==> src/rtl/fetch_pkg.sv <==
// Shared types and constants for the instruction-fetch stage of the 8-bit pipeline.
// Holds the FSM state encoding, the fixed vectors and the instruction-length decode.
package fetch_pkg;

  typedef enum logic [1:0] {
    S_RESET = 2'd0,
    S_RUN   = 2'd1,
    S_INT   = 2'd2
  } fetch_state_e;

  localparam logic [7:0] NOP          = 8'h00;
  localparam logic [3:0] OPC_TWO_BYTE = 4'hC;
  localparam logic [7:0] RESET_VEC    = 8'h00;
  localparam logic [7:0] INT_VEC      = 8'h01;

  // LDM/LDD/STD carry an immediate byte in the following memory location.
  function automatic logic is_two_byte(input logic [7:0] instr);
    return instr[7:4] == OPC_TWO_BYTE;
  endfunction

endpackage

==> src/rtl/fetch_if.sv <==
// Dual asynchronous-read instruction-memory port used by the fetch stage.
interface fetch_if #(
  parameter int ADDR_W = 8,
  parameter int DATA_W = 8
);
  // No handshake: the memory is always ready and each data port returns
  // M[addr] combinationally in the same cycle the address is presented.
  logic [ADDR_W-1:0] imem_addr0;
  logic [ADDR_W-1:0] imem_addr1;
  logic [DATA_W-1:0] imem_data0;
  logic [DATA_W-1:0] imem_data1;

  modport master (
    output imem_addr0,
    output imem_addr1,
    input  imem_data0,
    input  imem_data1
  );

  modport slave (
    input  imem_addr0,
    input  imem_addr1,
    output imem_data0,
    output imem_data1
  );
endinterface

==> src/rtl/fetch_stage.sv <==
// Instruction-fetch stage: owns the PC, fetches 1/2-byte instructions, loads the
// reset and interrupt vectors, and honours stall and branch redirect.
module fetch_stage
  import fetch_pkg::*;
#(
  parameter int ADDR_W = 8,
  parameter int DATA_W = 8
) (
  input  logic              clk,
  input  logic              rst,
  input  logic              stall,
  input  logic              flush,
  input  logic [ADDR_W-1:0] branch_target,
  input  logic              interrupt,
  fetch_if.master           imem,
  output logic [DATA_W-1:0] instr_If,
  output logic [DATA_W-1:0] Imm_If,
  output logic [ADDR_W-1:0] Pc_pluse1_If,
  output logic              interrupt_If,
  output fetch_state_e      state_dbg
);

  fetch_state_e      state_q, state_d;
  logic [ADDR_W-1:0] pc_q, pc_d;
  logic              int_pend_q, int_pend_d;

  logic [ADDR_W-1:0] addr0;
  logic              two_byte;
  logic [ADDR_W-1:0] pc_seq;

  assign two_byte        = is_two_byte(imem.imem_data0);
  assign pc_seq          = two_byte ? pc_q + ADDR_W'(2) : pc_q + ADDR_W'(1);
  assign imem.imem_addr0 = addr0;
  assign imem.imem_addr1 = pc_q + ADDR_W'(1);
  assign state_dbg       = state_q;

  always_comb begin
    state_d      = state_q;
    pc_d         = pc_q;
    int_pend_d   = int_pend_q;
    addr0        = pc_q;
    instr_If     = DATA_W'(NOP);
    Imm_If       = '0;
    Pc_pluse1_If = '0;
    interrupt_If = 1'b0;

    // Requests coalesce; an entry in this same cycle clears them below.
    if (interrupt) int_pend_d = 1'b1;

    if (rst) begin
      state_d    = S_RESET;
      pc_d       = '0;
      int_pend_d = 1'b0;
      addr0      = ADDR_W'(RESET_VEC);
    end else begin
      case (state_q)
        S_RESET: begin
          addr0   = ADDR_W'(RESET_VEC);
          pc_d    = ADDR_W'(imem.imem_data0);
          state_d = S_RUN;
        end
        S_INT: begin
          addr0   = ADDR_W'(INT_VEC);
          pc_d    = ADDR_W'(imem.imem_data0);
          state_d = S_RUN;
        end
        default: begin
          if (flush) begin
            pc_d = branch_target;
          end else if (int_pend_q && !stall) begin
            // Entry bubble: current instruction is dropped, pc is the resume address.
            interrupt_If = 1'b1;
            Pc_pluse1_If = pc_q;
            int_pend_d   = 1'b0;
            state_d      = S_INT;
          end else begin
            instr_If     = imem.imem_data0;
            Imm_If       = two_byte ? imem.imem_data1 : '0;
            Pc_pluse1_If = pc_seq;
            if (!stall) pc_d = pc_seq;
          end
        end
      endcase
    end
  end

  always_ff @(posedge clk) begin
    state_q    <= state_d;
    pc_q       <= pc_d;
    int_pend_q <= int_pend_d;
  end

endmodule

==> src/flat_wrapper.sv <==
// flat-port wrapper written by rule: the top's interface ports become plain ports
module fetch_stage_flat import fetch_pkg::*;
#(
  parameter int ADDR_W = 8,
  parameter int DATA_W = 8
)
  (clk, rst, stall, flush, branch_target, interrupt, instr_If, Imm_If, Pc_pluse1_If, interrupt_If, state_dbg, imem_imem_addr0, imem_imem_addr1, imem_imem_data0, imem_imem_data1);
  fetch_if #(.ADDR_W(ADDR_W), .DATA_W(DATA_W)) imem_i ();
  input  logic clk;
  input  logic rst;
  input  logic stall;
  input  logic flush;
  input  logic [ADDR_W-1:0] branch_target;
  input  logic interrupt;
  output logic [DATA_W-1:0] instr_If;
  output logic [DATA_W-1:0] Imm_If;
  output logic [ADDR_W-1:0] Pc_pluse1_If;
  output logic interrupt_If;
  output fetch_state_e state_dbg;
  output wire logic [$bits(imem_i.imem_addr0)-1:0] imem_imem_addr0;
  output wire logic [$bits(imem_i.imem_addr1)-1:0] imem_imem_addr1;
  input wire logic [$bits(imem_i.imem_data0)-1:0] imem_imem_data0;
  input wire logic [$bits(imem_i.imem_data1)-1:0] imem_imem_data1;
  assign imem_imem_addr0 = imem_i.imem_addr0;
  assign imem_imem_addr1 = imem_i.imem_addr1;
  assign imem_i.imem_data0 = imem_imem_data0;
  assign imem_i.imem_data1 = imem_imem_data1;
  fetch_stage #(.ADDR_W(ADDR_W), .DATA_W(DATA_W)) u_core (.clk(clk), .rst(rst), .stall(stall), .flush(flush), .branch_target(branch_target), .interrupt(interrupt), .imem(imem_i), .instr_If(instr_If), .Imm_If(Imm_If), .Pc_pluse1_If(Pc_pluse1_If), .interrupt_If(interrupt_If), .state_dbg(state_dbg));
endmodule
==> config.mk <==
export PLATFORM = sky130hd
export DESIGN_NAME = fetch_stage_flat
export DESIGN_NICKNAME = d
export VERILOG_FILES = /design/src/rtl/fetch_pkg.sv /design/src/rtl/fetch_if.sv /design/src/rtl/fetch_stage.sv /design/src/flat_wrapper.sv
export SDC_FILE = /design/constraint.sdc
export NUM_CORES = 1
export LEC_CHECK = 0
export BUFFER_PORTS_ARGS = -buffer_cell sky130_fd_sc_hd__buf_2
export CORE_MARGIN = 2
export CORE_UTILIZATION = 40
export DETAILED_ROUTE_END_ITERATION = 16
export PLACE_DENSITY = 0.74
export RECOVER_POWER = 25
export SLEW_MARGIN = 20
export SYNTH_ARGS = -nofsm -noshare
export SYNTH_HDL_FRONTEND = slang
export SYNTH_SLANG_ARGS = --single-unit
==> constraint.sdc <==
create_clock -name clk -period 2.7 [get_ports clk]
set_input_delay 0.675 -clock clk [delete_from_list [all_inputs] [get_ports clk]]
set_output_delay 0.675 -clock clk [all_outputs]
set_load 0.01 [all_outputs]
==> results.py, run 1 <==
metrics = {
    "outcome": {
        "status": "complete, but fails checks",
        "violations": "setup timing",
    },
    "setup_path": {
        "rrSetupSlack_ns": 0.84,
        "required_ns": 2.03,
        "end_kind": "output pin",
        "path_max_fanout": 5,
        "path_class": "in2out",
        "cp-start-kind": "input port",
        "cp_data_arrival_time_ns": 2.08,
    },
    "clock_network": {
        "h-tree-depth": 1,
        "cts_root_buffer": "clkbuf_4",
        "cts_inserted_buffers": 3,
        "clkSinkCount": 11,
        "cts_hold_buffers": 0,
        "clockBufferDepth": 2,
        "cts_tree": "done",
        "path_clk_slew_ns": 0.09,
        "clkLatencyLatePin_ns": 0.29,
    },
    "yosys": {
        "async_flop_share": 0,
        "synth_area_per_cell_um2": 6.937,
        "ys_ff_latch": 11,
        "synth_edf_count": 0,
        "synth_nets": 213,
        "yosys_warnings": 0,
        "yosysMostFrequentCell": "nor2_1",
        "synth_top_area_cell": "dfxtp_1",
        "ys_seq_area_frac": 0.1744,
        "synth_common_cells": "nor2_1, and2_1, nand3_1",
        "yosysUniqueCellTypes": 49,
        "synth_top_cells_by_area": "dfxtp_1, and2_1, nor2_1",
        "synth_ff_type": "dfxtp_1",
        "synth_top_area_frac": 0.1744,
        "synth_cells": 182,
        "syn_area_um2": 1262,
    },
    "grt": {
        "grt-ovfl-total": 0,
        "grt.total_usage": 0.2467,
        "grt_max_degree": 21,
        "grt_pass1_vias": 1470,
        "grt_pass1_wl_mm": 6.762,
        "antenna_found_initial": 0,
    },
    "routing": {
        "remaining_drc_errors": 0,
        "postRouteWirelength_mm": 4.385,
        "wl_per_cell_um": 14.42,
        "vias": 1683,
        "routed_via_density": 5.536,
        "postRouteAntennaNets": 0,
        "drt-initial-drc-count": 92,
        "firstDrtPassIters": 5,
    },
    "power_and_ir_drop": {
        "power_leakage_uw": 0.0008933,
        "ir_worst_vdd_mv": 0.1735,
        "powerDensity_nw_per_um2": 293.7,
        "fin_total_pwr_uw": 523.0,
    },
    "layout": {
        "drive_gt1_frac": 0.3692,
        "nets": 292,
        "antenna_cells": 0,
        "area_delta_synth_final_pct": 41.03,
        "post-route-util": 0.5880,
    },
    "place": {
        "gp_congestion": 0.8190,
        "dpl.hpwl_mm": 3.111,
        "numPortBuffers": 71,
    },
    "die": {
        "die_area_um2": 3622,
        "dieWidth_um": 60.18,
        "core_um2": 3028,
        "die_h_um": 60.18,
        "num_rows": 20,
        "start_util": 0.4169,
        "boundaryPins": 72,
    },
    "sta": {
        "fin_crit_sh": 1.022,
        "max-slew-margin-rel": 0.5757,
        "hold_viol_final": 0,
        "fin_crit_ns": 2.759,
        "totalNegativeSetupSlack_ns": -0.1172,
        "finalSetupViolations": 3,
        "drv_slew": 0,
        "rsz0062_at_grt": "true",
        "fmax_mhz": 362.4,
        "hold_slack_ns": 0.4969,
        "tightest_slew_ns": 0.6364,
        "clock-skew-final_ns": 0.008885,
        "layout_setup_ws_ns": -0.05938,
    },
    "min_path": {
        "hold_class": "reg2reg",
    },
    "flow_run": {
        "drv_cap": 0,
    },
}
-- critical path, stage by stage --
cell and delay (ns):
buf_8 0.10, and4bb_4 0.33, mux2_4 0.32, or4_4 0.42
a21oi_2 0.11, buf_2 0.13
-- metal layers --
metal | up-vias | share of wire | GRT usage
li1 | 823 | - | -
met1 | 771 | 0.42 | 0.3282
met2 | 81 | 0.47 | 0.4053
met3 | 8 | 0.094 | 0.04762
met4 | 0 | 0.015 | 0.06349
met5 | - | 0 | 0
-- cell type report --
class | count | area [µm²]
Sequential cell | 11 | 221.5
Inverter | 6 | 22.52
Multi-Input combinational cell | 150 | 968.4
Tap cell | 44 | 55.05
Clock buffer | 4 | 26.28
Fill cell | 321 | 1247
Timing Repair Buffer | 89 | 486.7
-- registers in the layout (all words and copies together) (netlist names) --
signal and count:
u_core.pc_q 8, u_core.state_dbg 2, u_core.int_pend_q 1
-- report_power, final --
group / total, µW / internal (µW) / switching (µW)
clock network: 127 / 57.4 / 69.6
registers: 194 / 175 / 19.4
logic: 202 / 90.8 / 111
-- worst paths after layout --
kind,start,endpoint,cells after the start
setup reg to reg,u_core.pc_q[2]$_SDFFE_PP0P_,u_core.pc_q[5]$_SDFFE_PP0P_,5
setup / recovery,imem_imem_data0[5],Pc_pluse1_If[6],6
hold reg to reg,u_core.state_dbg[1]$_SDFFE_PP0P_,u_core.state_dbg[1]$_SDFFE_PP0P_,1
hold / removal,u_core.state_dbg[1]$_SDFFE_PP0P_,u_core.state_dbg[1]$_SDFFE_PP0P_,1
-- through the flow --
stage	worst slack, ns	area (µm²)	instances
2_1_floorplan	0.01849	1266	182
3_3_place_gp	-0.1551	1743	299
3_5_place_dp	-0.1616	1743	299
4_1_cts	-0.06276	1785	303
5_1_grt	-0.1033	1780	304
6_report	-0.05938	1780	304
-- timing repair --
action,in CTS,in global routing
pin swaps,5,2
setup endpoints to repair,3,3
setup buffers,0,1
cloned,0,0
gates resized for setup,5,1
hold endpoints to repair,0,0
-- cell usage in the layout (no fill, tap or decap), drive strengths merged, types with 3 or more instances in the layout --
| master | instances |
|---|---|
| nor2 | 20 |
| nor2b | 4 |
| mux2i | 3 |
| or3 | 4 |
| buf | 84 |
| o211ai | 3 |
| inv | 5 |
| o21ai | 6 |
| nor3 | 3 |
| nand2 | 9 |
| dfxtp | 11 |
| nand4 | 3 |
| xor2 | 3 |
| nand3 | 13 |
| xnor2 | 5 |
| and3 | 9 |
| nand2b | 4 |
| and2 | 13 |
| clkbuf | 9 |
| a21oi | 10 |
-- cell families after synthesis --
group / Yosys count / share of synthesized area
flops: 11 / 0.1744
compound gates: 42 / 0.2299
xor+xnor: 8 / 0.05550
simple gates: 94 / 0.4182
buf+inv: 21 / 0.06639
fa+ha+maj: 2 / 0.01982
mux: 4 / 0.03568
(Power assumes the default switching activity.)
==> inputs of run 2 (changes only) <==
- PLACE_DENSITY: 0.74 -> 0.77
- REMOVE_ABC_BUFFERS: default -> 1
- clock period: 2.7 -> 2.4 ns (I/O delays scaled with it)
==> run 2 against run 1 <==
  * The run still ends with setup timing left
  * Critical path depth unchanged
  * Critical path type unchanged
  * Die area unchanged
  * Final area up 3.6%
  * Total power up 14%
==> results.py, run 2 (synthesis results as in run 1) <==
metrics = {
    "outcome": {
        "status": "complete, but fails checks",
        "violations": "setup timing",
    },
    "setup_path": {
        "reg2reg_to": "u_core.pc_q[3]$_SDFFE_PP0P_",
        "rrSetupSlack_ns": 0.46,
        "slowest_stage": "or4_1",
        "cp-start-kind": "input port",
        "cpPeakStageDelay_ns": 0.40,
        "worstReg2RegStart": "u_core.state_dbg[0]$_SDFFE_PP0P_",
        "cp-startpoint": "imem_imem_data0[5]",
        "path_max_fanout": 4,
        "end_kind": "output pin",
        "cp_data_arrival_time_ns": 2.03,
        "cpLargestDelayFamily": "simple AND/OR/NAND/NOR gates",
        "path_class": "in2out",
        "worstPathCellList": "buf_6 > and4bb_4 > mux2_4 > or4_1 > a21oi_1 > buf_2",
        "required_ns": 1.80,
        "ff2ff_path_depth": 5,
        "path_buf_inv": 2,
    },
    "place": {
        "gp_congestion": 0.8632,
        "place_ws_ns": -0.3007,
        "place_inst": 306,
        "numPortBuffers": 71,
        "dpl.hpwl_mm": 3.271,
    },
    "min_path": {
        "hold_end": "u_core.int_pend_q$_SDFF_PP0_",
        "whs_path_depth": 2,
        "worstHoldStart": "interrupt",
        "hold_class": "in2reg",
    },
    "layout": {
        "final_cell_mix": "buf_2, nor2_1, buf_4, nand3_1, and2_1",
        "seqCellArea_um2": 220.2,
        "final_common_cell": "buf_2",
        "post-route-util": 0.6091,
        "antenna_cells": 0,
        "area_delta_synth_final_pct": 46.09,
        "multiInputGateArea_um2": 974.7,
        "stdcell_count": 310,
        "largest_register_ffs": 8,
        "drive_gt1_frac": 0.3684,
        "top_register": "u_core.pc_q",
        "nets": 298,
        "n_fill_cell": 307,
    },
    "flow_run": {
        "drv_cap": 0,
    },
    "clock_network": {
        "h-tree-depth": 1,
        "clkSinkCount": 11,
        "cts_inserted_buffers": 3,
        "postCtsSetupBuffers": 0,
        "clkLatencyLatePin_ns": 0.28,
        "clockBufferDepth": 2,
        "cts_tree": "done",
        "path_clk_slew_ns": 0.08,
        "cts_root_buffer": "clkbuf_4",
    },
    "routing": {
        "vias": 1691,
        "postRouteWirelength_mm": 4.371,
        "drt-initial-drc-count": 140,
        "firstDrtPassIters": 4,
        "postRouteAntennaNets": 0,
        "routed_via_density": 5.455,
        "remaining_drc_errors": 0,
        "wl_per_cell_um": 14.10,
    },
    "sta": {
        "fin_crit_ns": 2.629,
        "max-slew-margin-rel": 0.5148,
        "hold_viol_final": 0,
        "finalSetupViolations": 9,
        "clock-skew-final_ns": 0.003722,
        "rsz0062_at_grt": "true",
        "fmax_mhz": 380.4,
        "totalNegativeSetupSlack_ns": -0.8725,
        "hold_slack_ns": 0.5156,
        "fin_crit_sh": 1.095,
        "layout_setup_ws_ns": -0.2288,
        "drv_slew": 0,
        "tightest_slew_ns": 0.7278,
    },
    "power_and_ir_drop": {
        "power_leakage_uw": 0.0009229,
        "ir_worst_vdd_mv": 0.2476,
        "powerDensity_nw_per_um2": 323.7,
    },
    "die": {
        "core_um2": 3028,
        "num_rows": 20,
        "boundaryPins": 72,
        "die_h_um": 60.18,
        "dieWidth_um": 60.18,
        "die_area_um2": 3622,
        "start_util": 0.4169,
    },
    "grt": {
        "grt_pass1_vias": 1524,
        "grt_max_degree": 21,
        "grt_pass1_wl_mm": 7.003,
        "grt.total_usage": 0.2538,
        "grt-ovfl-total": 0,
        "antenna_found_initial": 0,
    },
}
## run 2: changes by cell type in the layout (fill, tap and decap cells not counted)
| cell | previous run | this run |
|---|---|---|
| buf_4 | 15 | 19 |
| buf_2 | 68 | 66 |
| clkbuf_1 | 6 | 8 |
| buf_12 | 0 | 1 |
| buf_6 | 0 | 1 |
| dfxtp_1 | 10 | 11 |
| dfxtp_2 | 1 | 0 |
| ha_2 | 1 | 0 |
| ha_4 | 0 | 1 |
| or4_1 | 0 | 1 |
| or4_4 | 1 | 0 |
## run 2: final cells by class
cell class | instances | area share
clock buffers | 4 | 0.01425
inverters | 6 | 0.01221
multi-input cells | 150 | 0.5285
flip-flops and latches | 11 | 0.1194
well taps | 44 | 0.02985
repair buffers | 95 | 0.2958
## run 2: routing by layer
metal,up-vias,global-route usage,part of all wire,routed length [µm]
li1,833,-,-,-
met1,782,0.3338,0.42,1857
met2,70,0.4239,0.50,2167
met3,6,0.05195,0.071,311
met4,0,0.05714,0.0078,34
met5,-,0,0,0
## run 2: how the worst max path moves through the flow
stage	endpoint	depth (start not counted)
after floorplan	Pc_pluse1_If[6]	4
after global routing	Pc_pluse1_If[4]	6
final	Pc_pluse1_If[6]	6
after detailed placement	Pc_pluse1_If[6]	6
after CTS	Pc_pluse1_If[6]	6
after global placement	Pc_pluse1_If[6]	6
## run 2: what timing repair did
action / CTS / global route
endpoints found under the hold margin: 0 / 0
pin swaps: 5 / 0
gates cloned: 0 / 0
hold buffers: 0 / 0
resized for setup: 1 / 5
endpoints found under the setup margin: 5 / 7
## run 2: power by group
part / leakage (µW) / internal [µW] / switching, µW / total, µW
Combinational: 0.000817 / 112 / 132 / 244
Clock: 0.0000150 / 64.7 / 74.8 / 139
Sequential: 0.0000911 / 196 / 17.7 / 214
## run 2: through the flow
stage,total power [µW],cell area [µm²]
finish,597.1,1844
global route,634.0,1844
CTS,593.1,1837
detailed placement,454.5,1804
global placement,449.6,1804
floorplan,336.7,1201
==> inputs of run 3 (changes only) <==
- REMOVE_ABC_BUFFERS: 1 -> default
==> run 3 against run 2 <==
  * Non-clock buffer count is 4 higher
  * The flow still finishes with violations (setup timing)
  * Clock power is essentially flat
  * Global-route usage increased by 0.92 points
  * Sequential cell count unchanged
  * Critical endpoint unchanged
  * Largest cell class unchanged
  * Core utilization is 2.5 points higher
  * Critical path type unchanged
  * Die area is the same
==> results.py, run 3 (synthesis results as in run 1) <==
metrics = {
    "clock_network": {
        "cts_inserted_buffers": 3,
        "h-tree-depth": 1,
        "path_clk_slew_ns": 0.08,
        "cts_hold_buffers": 0,
        "clockBufferDepth": 2,
        "clkSinkCount": 11,
        "clkLatencyLatePin_ns": 0.28,
        "cts_root_buffer": "clkbuf_4",
        "cts_tree": "done",
    },
    "layout": {
        "antenna_cells": 0,
        "n_fill_cell": 275,
        "area_delta_synth_final_pct": 52.03,
        "top_register": "u_core.pc_q",
        "seqCellArea_um2": 221.5,
        "final_common_cell": "buf_2",
        "nets": 302,
        "drive_gt1_frac": 0.4185,
        "multiInputGateArea_um2": 989.7,
        "final_cell_mix": "buf_2, buf_4, nor2_1, nand3_1, and2_1",
        "post-route-util": 0.6339,
        "largest_register_ffs": 8,
    },
    "power_and_ir_drop": {
        "powerDensity_nw_per_um2": 315.9,
        "power_leakage_uw": 0.0009723,
        "fin_total_pwr_uw": 606.3,
        "ir_worst_vdd_mv": 0.2705,
    },
    "routing": {
        "routed_via_density": 5.621,
        "postRouteWirelength_mm": 4.605,
        "postRouteAntennaNets": 0,
        "wl_per_cell_um": 14.67,
        "vias": 1765,
        "remaining_drc_errors": 0,
        "drt-initial-drc-count": 143,
        "firstDrtPassIters": 4,
    },
    "setup_path": {
        "rrSetupSlack_ns": 0.74,
        "path_class": "in2out",
        "required_ns": 1.80,
        "path_max_fanout": 4,
        "end_kind": "output pin",
        "cp-start-kind": "input port",
        "cp_data_arrival_time_ns": 2.04,
    },
    "sta": {
        "layout_setup_ws_ns": -0.2378,
        "rsz0062_at_grt": "true",
        "fin_crit_sh": 1.099,
        "drv_slew": 0,
        "hold_slack_ns": 0.5149,
        "tightest_slew_ns": 0.3657,
        "fin_crit_ns": 2.638,
        "clock-skew-final_ns": 0.003752,
        "fmax_mhz": 379.1,
        "hold_viol_final": 0,
        "finalSetupViolations": 5,
        "max-slew-margin-rel": 0.7499,
    },
    "die": {
        "die_h_um": 60.18,
        "boundaryPins": 72,
        "core_um2": 3028,
        "start_util": 0.4169,
        "num_rows": 20,
        "dieWidth_um": 60.18,
        "die_area_um2": 3622,
    },
    "place": {
        "numPortBuffers": 71,
        "gp_congestion": 0.8893,
        "dpl.hpwl_mm": 3.342,
        "place_ws_ns": -0.3173,
    },
    "outcome": {
        "violations": "setup timing",
        "status": "complete, but fails checks",
    },
    "grt": {
        "antenna_found_initial": 0,
        "grt.total_usage": 0.2629,
        "grt_pass1_wl_mm": 7.176,
        "grt_pass1_vias": 1556,
        "grt_max_degree": 19,
        "grt-ovfl-total": 0,
    },
    "min_path": {
        "hold_class": "reg2reg",
    },
    "flow_run": {
        "drv_cap": 0,
    },
}
## run 3: cell types whose count changed in the layout (fill, tap and decap cells not counted), moves of 2 or more
| cell | change |
|---|---|
| buf_4 | +6 |
| clkbuf_1 | -5 |
| buf_2 | +3 |
| a21oi_1 | -2 |
| a21oi_2 | +2 |
## run 3: final timing paths
path / start / cells past startpoint / to
hold / removal: u_core.state_dbg[1]$_SDFFE_PP0P_ / 1 / u_core.state_dbg[1]$_SDFFE_PP0P_
setup / recovery: imem_imem_data0[5] / 6 / Pc_pluse1_If[6]
hold reg to reg: u_core.state_dbg[1]$_SDFFE_PP0P_ / 1 / u_core.state_dbg[1]$_SDFFE_PP0P_
setup reg to reg: u_core.pc_q[2]$_SDFFE_PP0P_ / 6 / u_core.pc_q[5]$_SDFFE_PP0P_
## run 3: critical path, stage by stage
cell	delay [ns]
buf_6	0.09
and4bb_4	0.35
mux2_4	0.33
or4_4	0.42
a21oi_2	0.12
buf_2	0.13
## run 3: cell type report
class	instances	share of cell area
multi-input combinational	150	0.5156
clock buffer	4	0.01369
sequential	11	0.1154
tap	44	0.02868
timing repair buffer	99	0.3149
inverter	6	0.01173
## run 3: power by group
part           switching (µW)  internal, µW  leakage, µW
clock network            73.2          64.4    0.0000150
registers                15.3           197    0.0000914
logic                     138           119     0.000866
## run 3: metal layers
metal / GRT usage / vias up / part of all wire
met4: 0.06349 / 0 / 0.015
met3: 0.05628 / 8 / 0.065
li1: - / 841 / -
met2: 0.4317 / 77 / 0.48
met1: 0.3484 / 839 / 0.44
met5: 0 / - / 0
## run 3: what timing repair did
action                     CTS  global route
cloned                       1             0
pin swaps                    8             3
gates resized for setup      5             4
setup endpoints to repair    5             7
buffers inserted             2             0
## run 3: per-stage QoR
stage                     instances  TNS [ns]  cell area, µm²
after CTS                       314   -0.7296            1909
after floorplan                 182   -0.1153            1276
final                           314   -0.7417            1919
after global routing            314    -1.023            1919
after detailed placement        307   -0.9198            1813
after global placement          307   -0.8473            1813
